`config.mk`:
```
export PLATFORM = sky130hd
export DESIGN_NAME = spi_cmd_decoder
export DESIGN_NICKNAME = d
export VERILOG_FILES = /design/src/rtl/spi_cmd_decoder.sv
export SDC_FILE = /design/constraint.sdc
export NUM_CORES = 1
export LEC_CHECK = 0
export ABC_AREA = 1
export CAP_MARGIN = 20
export CORE_ASPECT_RATIO = 0.8
export CORE_MARGIN = 2
export CORE_UTILIZATION = 60
export DETAILED_ROUTE_END_ITERATION = 12
export PLACE_DENSITY_LB_ADDON = 0.08
export SLEW_MARGIN = 10
export SYNTH_ARGS = -nofsm -noshare
export SYNTH_HDL_FRONTEND = slang
export SYNTH_SLANG_ARGS = --single-unit
```
`constraint.sdc`:
```
create_clock -name sysClk -period 13.9 [get_ports sysClk]
set_input_delay 1.39 -clock sysClk [delete_from_list [all_inputs] [get_ports sysClk]]
set_output_delay 1.39 -clock sysClk [all_outputs]
set_load 0.01 [all_outputs]
```
`src/rtl/spi_cmd_decoder.sv`:
```
// SPI command decoder: collects a fixed-length command frame, executes it against a
// small register file and streams back a fixed-length response frame.
module spi_cmd_decoder #(
  parameter int RX_BYTES = 4,
  parameter int TX_BYTES = 4,
  parameter int NUM_REGS = 8
) (
  input  logic        sysClk,
  input  logic        reset,
  input  logic [7:0]  rxByte,
  input  logic        rxValid,
  input  logic        csActive,
  input  logic        txReady,
  output logic [7:0]  txByte,
  output logic        txValid,
  output logic        cmdDone,
  output logic [15:0] ctrlReg,
  output logic [7:0]  errCount
);

  // Buffers hold at least the 4 decoded bytes even for shorter frame parameters.
  localparam int RXB = (RX_BYTES < 4) ? 4 : RX_BYTES;
  localparam int TXB = (TX_BYTES < 4) ? 4 : TX_BYTES;
  localparam int RIW = (RX_BYTES > 1) ? $clog2(RX_BYTES) : 1;
  localparam int TIW = (TX_BYTES > 1) ? $clog2(TX_BYTES) : 1;
  localparam int AW  = (NUM_REGS > 1) ? $clog2(NUM_REGS) : 1;

  typedef enum logic [1:0] {IDLE, COLLECT, EXEC, RESPOND} state_t;

  state_t         state, nstate;
  logic [RIW-1:0] rxIdx;
  logic [TIW-1:0] txIdx;
  logic [7:0]     rxBuf [RXB];
  logic [7:0]     resp  [TXB];
  logic [15:0]    regs  [NUM_REGS];

  logic [7:0]     opc, addr;
  logic [15:0]    wdata, rdata;
  logic [AW-1:0]  aidx;
  logic           addr_ok, is_err, do_write, err_inc;
  logic           rx_last, tx_last;
  logic [7:0]     r4 [4];

  assign opc     = rxBuf[0];
  assign addr    = rxBuf[1];
  assign wdata   = {rxBuf[2], rxBuf[3]};
  assign aidx    = addr[AW-1:0];
  assign addr_ok = int'(addr) < NUM_REGS;
  assign rdata   = addr_ok ? regs[aidx] : 16'h0000;
  assign ctrlReg = regs[0];

  assign rx_last = rxValid && (rxIdx == RIW'(RX_BYTES - 1));
  assign tx_last = txReady && (txIdx == TIW'(TX_BYTES - 1));

  always_ff @(posedge sysClk or posedge reset) begin
    if (reset) state <= IDLE;
    else       state <= nstate;
  end

  always_comb begin
    nstate  = state;
    cmdDone = 1'b0;
    txValid = 1'b0;
    txByte  = 8'h00;
    case (state)
      IDLE:    if (csActive) nstate = COLLECT;
      // A completing byte wins over a simultaneous chip-select drop.
      COLLECT: if (rx_last) nstate = EXEC;
               else if (!csActive) nstate = IDLE;
      EXEC: begin
        cmdDone = 1'b1;
        nstate  = RESPOND;
      end
      RESPOND: begin
        txValid = 1'b1;
        txByte  = resp[txIdx];
        if (tx_last) nstate = IDLE;
      end
      default: nstate = IDLE;
    endcase
  end

  // Opcode decode and response image, evaluated from the collected frame.
  always_comb begin
    is_err   = 1'b0;
    do_write = 1'b0;
    r4       = '{8'hEE, opc, 8'h00, 8'h00};
    case (opc)
      8'h00: r4 = '{8'hA5, 8'h00, errCount, 8'h5A};
      8'h01: if (addr_ok) begin
               do_write = 1'b1;
               r4 = '{8'hA5, addr, wdata[15:8], wdata[7:0]};
             end else is_err = 1'b1;
      8'h02: if (addr_ok) r4 = '{8'hA5, addr, rdata[15:8], rdata[7:0]};
             else is_err = 1'b1;
      8'h03: r4 = '{rxBuf[0], rxBuf[1], rxBuf[2], rxBuf[3]};
      default: is_err = 1'b1;
    endcase
    if (is_err) r4 = '{8'hEE, opc, 8'h00, 8'h00};
  end

  assign err_inc = ((state == COLLECT) && !rx_last && !csActive) ||
                   ((state == EXEC) && is_err);

  always_ff @(posedge sysClk or posedge reset) begin
    if (reset) begin
      rxIdx    <= '0;
      txIdx    <= '0;
      errCount <= 8'h00;
      for (int i = 0; i < RXB; i++) rxBuf[i] <= 8'h00;
      for (int i = 0; i < TXB; i++) resp[i] <= 8'h00;
      for (int i = 0; i < NUM_REGS; i++) regs[i] <= 16'h0000;
    end else begin
      if (err_inc && errCount != 8'hFF) errCount <= errCount + 8'd1;
      case (state)
        IDLE: begin
          rxIdx <= '0;
          txIdx <= '0;
        end
        COLLECT: if (rxValid) begin
          rxBuf[rxIdx] <= rxByte;
          if (!rx_last) rxIdx <= rxIdx + 1'b1;
        end
        EXEC: begin
          for (int i = 0; i < TXB; i++) resp[i] <= 8'h00;
          for (int i = 0; i < 4; i++) resp[i] <= r4[i];
          if (do_write) regs[aidx] <= wdata;
        end
        RESPOND: if (txReady && !tx_last) txIdx <= txIdx + 1'b1;
        default: ;
      endcase
    end
  end

endmodule

```
# Yosys cells after proc, flatten, opt, wreduce, memory -nomap -nowiden
# Index checks and enable logic that the tools add are counted.
# word_totals
register_bits	206
inputBits	13
output_inout_bits	34
word_cells	104
# op_classes
add_sub_neg	3
n_lt_le_gt_ge	6
n_eq_ne	15
mux	33
n_bitwise	3
reduce_logical	24
# ops
operator	n
$bwmux W128	1
$pmux W32 S4	1
$mux W31	2
$bmux W16 S3	1
$demux W16 S3	1
$mux W16	3
$bwmux W32	1
$mux W32	1
$mux W8	4
$bmux W8 S2	1
$demux W8 S2	1
$eq A8 B2 Y1 const B	2
$mux W2	7
$ne A2 B2 Y1 const B	5
$logic_and A1 B1 Y1	9
$add A8 B1 Y8 const B	1
$eq A2 B2 Y1 const B	4
$eq A8 B1 Y1 const B	1
$logic_not A8 Y1	1
$lt A8 B4 Y1 const B	1
$ne A8 B8 Y1 const B	1
$pmux W2 S2	2
$pmux W2 S4	1
$ge A3 B3 Y1 const B	2
other kinds (17)	30

# Depth between registers and ports, before layout
# Gate-level depths: netlist of the first run.
# depth
depth_word	7
ltp_mapped	11
ltp_nobuf	11

# Worst setup path after synthesis of the first run
# Ideal clock, no wire load.
# synth_timing
kind	register to output
start	register txIdx[0]
end	output txByte[3]
arrival_ps	1223
slack_ps	11287
path_stages_with_launch	5
n_path_buf	2
path_cell_list	dfrtp_1 clkbuf_1 clkbuf_1 o21ai_0 a21oi_1
# synth_between
elab_chain_cells	5
# synth_rtl
item	line	rtl
start: declaration	32	logic [TIW-1:0] txIdx;
start signal: assignment	129	RESPOND: if (txReady && !tx_last) txIdx <= txIdx + 1'b1;
$not A2 Y3 (not written as such)	76	txByte = resp[txIdx];
$bmux W8 S2	76	
$mux W8 (not written as such) (2 in series)	76	
$mux W8	65	case (state)
end: declaration	14	output logic [7:0] txByte,
# No other way between the ends. The select of a mux whose other input is x is not followed.

# Worst setup path after layout of the first run
# layout_timing
start	register txIdx[0]
end	output txByte[0]
# Same word-level chain as after synthesis.

==> key figures, run 1 <==
GRT
  • First-pass GRT wire length: 41.62 mm
  • Total global-route track usage: 30.03%
  • Vias in the first global route: 7651
  • Largest net degree at the start of global routing: 143
  • Initial antenna violation count: 0
  • Total grt overflow: 0

Logic synthesis
  • Mean Syn Cell Area: 8.447 µm²
  • Yosys cell types: 32
  • Post-synthesis sequential area ratio: 51.63%
  • Compound-gate portion of the synthesized area: 14.40%
  • Largest family of logic cells by synthesized area: simple AND/OR/NAND/NOR gates
  • Gate Count Post-Synth: 1182
  • Synthesized-area fraction occupied by adder cells: 0.7519%
  • Post-synth net total: 1201
  • Ys Warns: 0
  • Mapped Area: 0.009985 mm²
  • Synth Area in Simple Gates: 24.56%
  • Register bit count reported by yosys: 206
  • Mux cell area share after synthesis: 0%
  • XOR/XNOR share of the synthesized area: 0.5263%

Final layout
  • Most frequent cells in the layout: nand2_1, dfrtp_1, o21ai_1
  • Share of cells above drive strength 1: 8.536%
  • Antenna cells: 0
  • Post-route insts no fill: 1415
  • Fillers: 1425
  • Final nets: 1200
  • Most common cell after layout, fill and taps aside: nand2_1
  • Area growth from synthesis to layout: 9.336%

Critical path
  • Worst path slowest cell: dfrtp_1
  • CP Capture Type: primary output
  • Reg2Reg Launch Point: addr[0]$_DFFE_PP0P_
  • Startpoint Class: register
  • R2R depth: 6
  • Crit path max fanout: 21
  • Top cell by count, worst path: a21oi_1
  • Reg2reg end: regs[65]$_DFFE_PP0P_
  • Crit path cell chain: inv_1 > a21oi_1 > o21ai_0 > a21oi_1 > clkdlybuf4s50_1
  • Reg2reg setup slack: 11.11 ns
  • Critical path arrival: 2.58 ns
  • Max stage delay on crit path: 0.69 ns
  • Required @ worst endpoint: 12.51 ns
  • Crit Path Class: reg -> out

Timing
  • Slew HR: 26.31%
  • Min Tclk post-route: 3.973 ns
  • Final setup violation count: 0
  • Hold Fails Final Rpt: 0
  • F_max: 251.7 MHz
  • Final Max Tran Viols: 0
  • Worst-Margin Slew: 1.104 ns
  • Unrepaired setup endpoints after global routing: no
  • Final Skew: 0.01765 ns
  • Final WS setup: 9.927 ns
  • Setup TNS: 0 ns
  • Hold slack: 0.4815 ns
  • Final worst path period share: 28.58%

Clocking
  • Insertion delay to the later sink of the worst-skew pair: 0.51 ns
  • Clk root buf: clkbuf_16
  • CTS tree: built
  • Hold-fix buffers at CTS: 0
  • H-tree Lvls: 1
  • Worst-path clk slew: 0.06 ns
  • Clock buffer count from CTS: 21
  • Post-CTS setup buffer count: 0
  • Clock sink count: 206
  • CTS resizes: 0
  • Worst-case clock buffer depth: 3

Drt
  • Antenna Violating Nets Remaining: 0
  • # DRC: 0
  • Vias/cell: 5.725
  • Routed WL: 25.65 mm
  • Pre-antenna DRT Iters: 7
  • Drt initial violations: 914
  • Wire per inst: 18.13 µm
  • Via count: 8101

Floorplan
  • Die Span X: 148.2 µm
  • Core area: 0.01640 mm²
  • Site row count: 42
  • Die area: 0.01770 mm²
  • Initial core utilization: 60.90%
  • I/O Pins: 47
  • Chip Height: 119.4 µm

Flow run
  • Max cap viols: 0

Place
  • # placed instances: 1378
  • DP Worst Slack: 10.29 ns
  • Gpl congestion: 0.8787
  • Dpl hpwl: 16.21 mm
  • I/O Buffers: 46

Power
  • PD cells: 176.5 mW/mm²
  • Total design power: 1.926 mW
  • VDD IR max: 0.1257 mV
  • Leakage power: 4.976 nW

Hold path
  • Hold Path Depth: 2
  • Hold Crit Start: resp[27]$_DFFE_PP0P_
  • Min-delay worst type: reg -> reg
  • Hold Path End: resp[27]$_DFFE_PP0P_

Outcome
  • Status: finished, final reports clean
-- how the worst max path moves through the flow --
stage                               startpoint                         end  depth (start not counted)
after floorplan                          reset  asynchronous set/reset pin                          1
after global placement                   reset         addr[0]$_DFFE_PP0P_                          3
after detailed placement                 reset         addr[0]$_DFFE_PP0P_                          3
after CTS                 txIdx[0]$_DFFE_PP0P_                   txByte[1]                          5
after global routing      txIdx[0]$_DFFE_PP0P_                   txByte[0]                          5
final                     txIdx[0]$_DFFE_PP0P_                   txByte[0]                          5
-- registers in the layout, indices dropped and copies added, names as in the netlist, named ones only --
register and count:
addr 8, state 1, txIdx 2, regs 112, resp 32, rxBuf 16, ctrlReg 16, errCount 8
opc 8, rxIdx 2
-- metrics by stage --
stage	util (%)	cell area, µm²
floorplan	-	9985
global placement	62.23	10200
detailed placement	62.23	10200
CTS	66.58	10920
global route	66.58	10920
finish	66.58	10920
-- critical path: cells and delay by family (launching register included) --
family          cells  cell delay (ns)
buf+inv             2             0.89
flops               1             0.69
compound gates      3             0.49
-- cell type report --
class | count | area (µm²) | share of cell area (%)
Tap cell | 220 | 275.3 | 2.521
Inverter | 70 | 270.3 | 2.476
Timing Repair Buffer | 49 | 483.0 | 4.424
Clock inverter | 8 | 118.9 | 1.089
Multi-Input combinational cell | 833 | 4018 | 36.80
Sequential cell | 206 | 5156 | 47.23
Clock buffer | 29 | 595.6 | 5.456
-- Yosys cell counts --
cell type	instances	area share [%]
nor2_1	51	1.9
nand3_2	2	0.20
a21oi_1	46	2.3
nor2_2	3	0.19
nand2_2	4	0.25
o211ai_1	3	0.23
nand3_1	59	3.0
buf_2	16	0.80
o21ai_0	62	3.1
nand2_1	404	15
a31oi_1	1	0.063
clkbuf_1	13	0.49
xor2_1	6	0.53
inv_2	9	0.34
nor2_8	1	0.20
nand4_1	14	0.88
a21boi_0	3	0.23
nand3_4	9	1.6
nor3_1	6	0.30
o21ai_2	27	2.4
o22ai_1	6	0.38
a22o_1	1	0.088
a21oi_2	1	0.088
inv_1	61	2.3
o21ai_1	109	5.5
nand2_4	2	0.23
ha_1	6	0.75
a311oi_1	1	0.088
dfrtp_1	206	52
buf_6	24	2.7
nor2_4	6	0.68
buf_4	20	1.5
-- cell families after synthesis --
group	after synthesis
adder cells (fa/ha/maj)	6
AO/OA/AOI/OAI	260
flip-flops	206
buffers and inverters	143
AND/OR/NAND/NOR	561
XOR/XNOR	6
-- routing by layer --
layer / up-vias / global-route usage [%] / part of all wire [%]
li1: 3851 / - / -
met1: 3869 / 46.84 / 46
met2: 315 / 41.41 / 41
met3: 66 / 5.900 / 8.3
met4: 0 / 11.43 / 3.8
met5: - / 0 / 0
-- power by group --
part           internal, mW  total [mW]  switching [mW]
registers             0.691       0.776          0.0858
logic                 0.150       0.558           0.408
clock network         0.355       0.591           0.236
(Power assumes the default switching activity.)
==> run 2, diff against run 1 <==
Clock period 13.9 ns to 3.7 ns, I/O delays scaled along.
==> run 2 against run 1 <==
Net effect: clock skew is 0.0041 ns lower; sequential power rose to 3.8 times the previous value; first-iteration DRC count decreased by 23%.
==> key figures, run 2 (synthesis results as in run 1) <==
Drt
  • Drt initial violations: 701 (-23%)
  • Routed WL: 25.02 mm (-2.4%)
  • # DRC: 0 (unchanged)
  • Vias/cell: 5.606 (-2.1%)
  • Pre-antenna DRT Iters: 5 (-2)
  • Antenna Violating Nets Remaining: 0 (unchanged)
  • Via count: 7944 (-1.9%)
  • Wire per inst: 17.66 µm (-2.6%)

Timing
  • Hold Fails Final Rpt: 0 (unchanged)
  • Hold slack: 0.2457 ns (-0.2358 ns)
  • Worst-Margin Slew: 0.9046 ns (-0.1994 ns)
  • F_max: 340.8 MHz
  • Final Max Tran Viols: 0 (unchanged)
  • Setup TNS: 0 ns (unchanged)
  • Min Tclk post-route: 2.934 ns
  • Unrepaired setup endpoints after global routing: no
  • Final worst path period share: 79.30%
  • Slew HR: 39.47% (+13 points)
  • Final Skew: 0.01359 ns (-0.004061 ns)
  • Final setup violation count: 0 (unchanged)

Floorplan
  • Initial core utilization: 60.90% (unchanged)
  • Chip Height: 119.4 µm (unchanged)
  • I/O Pins: 47 (unchanged)
  • Die area: 0.01770 mm² (unchanged)
  • Site row count: 42 (unchanged)
  • Die Span X: 148.2 µm (unchanged)
  • Core area: 0.01640 mm² (unchanged)

GRT
  • Total global-route track usage: 29.50% (-0.54 points)
  • Largest net degree at the start of global routing: 117 (-18%)
  • Total grt overflow: 0 (unchanged)
  • Vias in the first global route: 7433 (-2.8%)
  • First-pass GRT wire length: 40.83 mm (-1.9%)
  • Initial antenna violation count: 0 (unchanged)

Final layout
  • Top flop regs: regs (112), resp (32)
  • Most frequent cells in the layout: nand2_1, dfrtp_1, o21ai_1
  • Final nets: 1203 (+0.25%)
  • Final core occ: 66.58% (unchanged)
  • Antenna cells: 0 (unchanged)
  • Area growth from synthesis to layout: 9.336% (unchanged)
  • Largest register FFs: 112 (unchanged)
  • Share of cells above drive strength 1: 8.521% (-0.014 points)
  • Most common cell after layout, fill and taps aside: nand2_1
  • Biggest register: regs

Clocking
  • Clock sink count: 206 (unchanged)
  • Worst-path clk slew: 0.06 ns (about the same)
  • Worst-case clock buffer depth: 3 (unchanged)
  • Insertion delay to the later sink of the worst-skew pair: 0.50 ns (about the same)
  • Clk root buf: clkbuf_16
  • CTS resizes: 0 (unchanged)
  • CTS tree: built
  • H-tree Lvls: 1 (unchanged)
  • Hold-fix buffers at CTS: 0 (unchanged)
  • Clock buffer count from CTS: 21 (unchanged)
  • Post-CTS setup buffer count: 0 (unchanged)

Power
  • VDD IR max: 0.4618 mV (+270%)
  • PD cells: 652.9 mW/mm² (+270%)
  • Clk pwr share: 29.4% (-1.3 points)
  • Internal cell power: 4.405 mW (+270%)
  • Leakage power: 4.969 nW (-0.14%)
  • Psw: 2.723 mW (+270%)
  • Switching part of the total: 38.20% (+0.28 points)
  • Flop pwr share: 41.2% (+0.9 points)
  • Logic gate share of total power: 29.5% (+0.5 points)

Flow run
  • Max cap viols: 0 (unchanged)

Critical path
  • Startpoint Class: register
  • Crit path max fanout: 21 (unchanged)
  • Required @ worst endpoint: 3.33 ns (-9.18 ns)
  • Crit Path Class: reg -> out
  • CP Capture Type: primary output
  • Critical path arrival: 2.56 ns (-0.02 ns)

Place
  • Gpl congestion: 0.8606 (-2.1%)
  • I/O Buffers: 46 (unchanged)
  • Dpl hpwl: 16.15 mm (-0.38%)

Hold path
  • Min-delay worst type: in -> async

Outcome
  • Status: finished, final reports clean
## run 2: metrics by stage
stage          instance area, µm²  std cells  power, mW  setup WS, ns
6_report                    10920       1417      7.128        0.7658
5_1_grt                     10920       1417      7.531        0.6054
4_1_cts                     10920       1417      7.121        0.7726
3_5_place_dp                10250       1381      5.027         1.310
3_3_place_gp                10250       1381      4.989         1.352
2_1_floorplan                9988       1182      4.344        0.6577
## run 2: worst max-delay path: stages, from the launching register on
cell             delay [ns]
dfrtp_1                0.71
inv_1                  0.34
a21oi_1                0.20
o21ai_0                0.10
a21oi_1                0.17
clkdlybuf4s50_1        0.56
## run 2: final timing paths
| kind | from | to | slack, ns | cells past startpoint |
|---|---|---|---|---|
| min in group sysClk | resp[7]$_DFFE_PP0P_ | resp[7]$_DFFE_PP0P_ | 0.48 | 2 |
| worst min-delay path | reset | regs[90]$_DFFE_PP0P_ | 0.25 | 2 |
| worst max-delay path | txIdx[0]$_DFFE_PP0P_ | txByte[1] | 0.77 | 5 |
| worst min register to register | resp[7]$_DFFE_PP0P_ | resp[7]$_DFFE_PP0P_ | 0.48 | 2 |
| max in group asynchronous | reset | addr[0]$_DFFE_PP0P_ | 2.47 | 3 |
| worst max register to register | state[0]$_DFFE_PP0P_ | regs[31]$_DFFE_PP0P_ | 1.39 | 6 |
## run 2: power groups by stage
stage               Clock, mW  Combinational (mW)  Sequential, mW
floorplan                   0                1.52            2.82
global placement            0                2.04            2.95
detailed placement          0                2.07            2.96
CTS                      2.11                2.09            2.92
global route             2.22                2.35            2.97
finish                   2.10                2.10            2.93
## run 2: area by class of cell
cell class                 count  area, µm²
fill                        1418       5479
sequential                   206       5156
multi-input combinational    833       4018
clock buffer                  33      630.6
timing repair buffer          52      530.5
tap                          220      275.3
inverter                      70      266.5
clock inverter                 3      40.04
## run 2: layer usage
metal / wire length (µm) / global-route usage (%) / share of wire [%]
met1: 11880 / 46.45 / 47
met3: 1865 / 6.322 / 7.5
met4: 786 / 8.869 / 3.1
met2: 10490 / 40.89 / 42
met5: 0 / 0 / 0
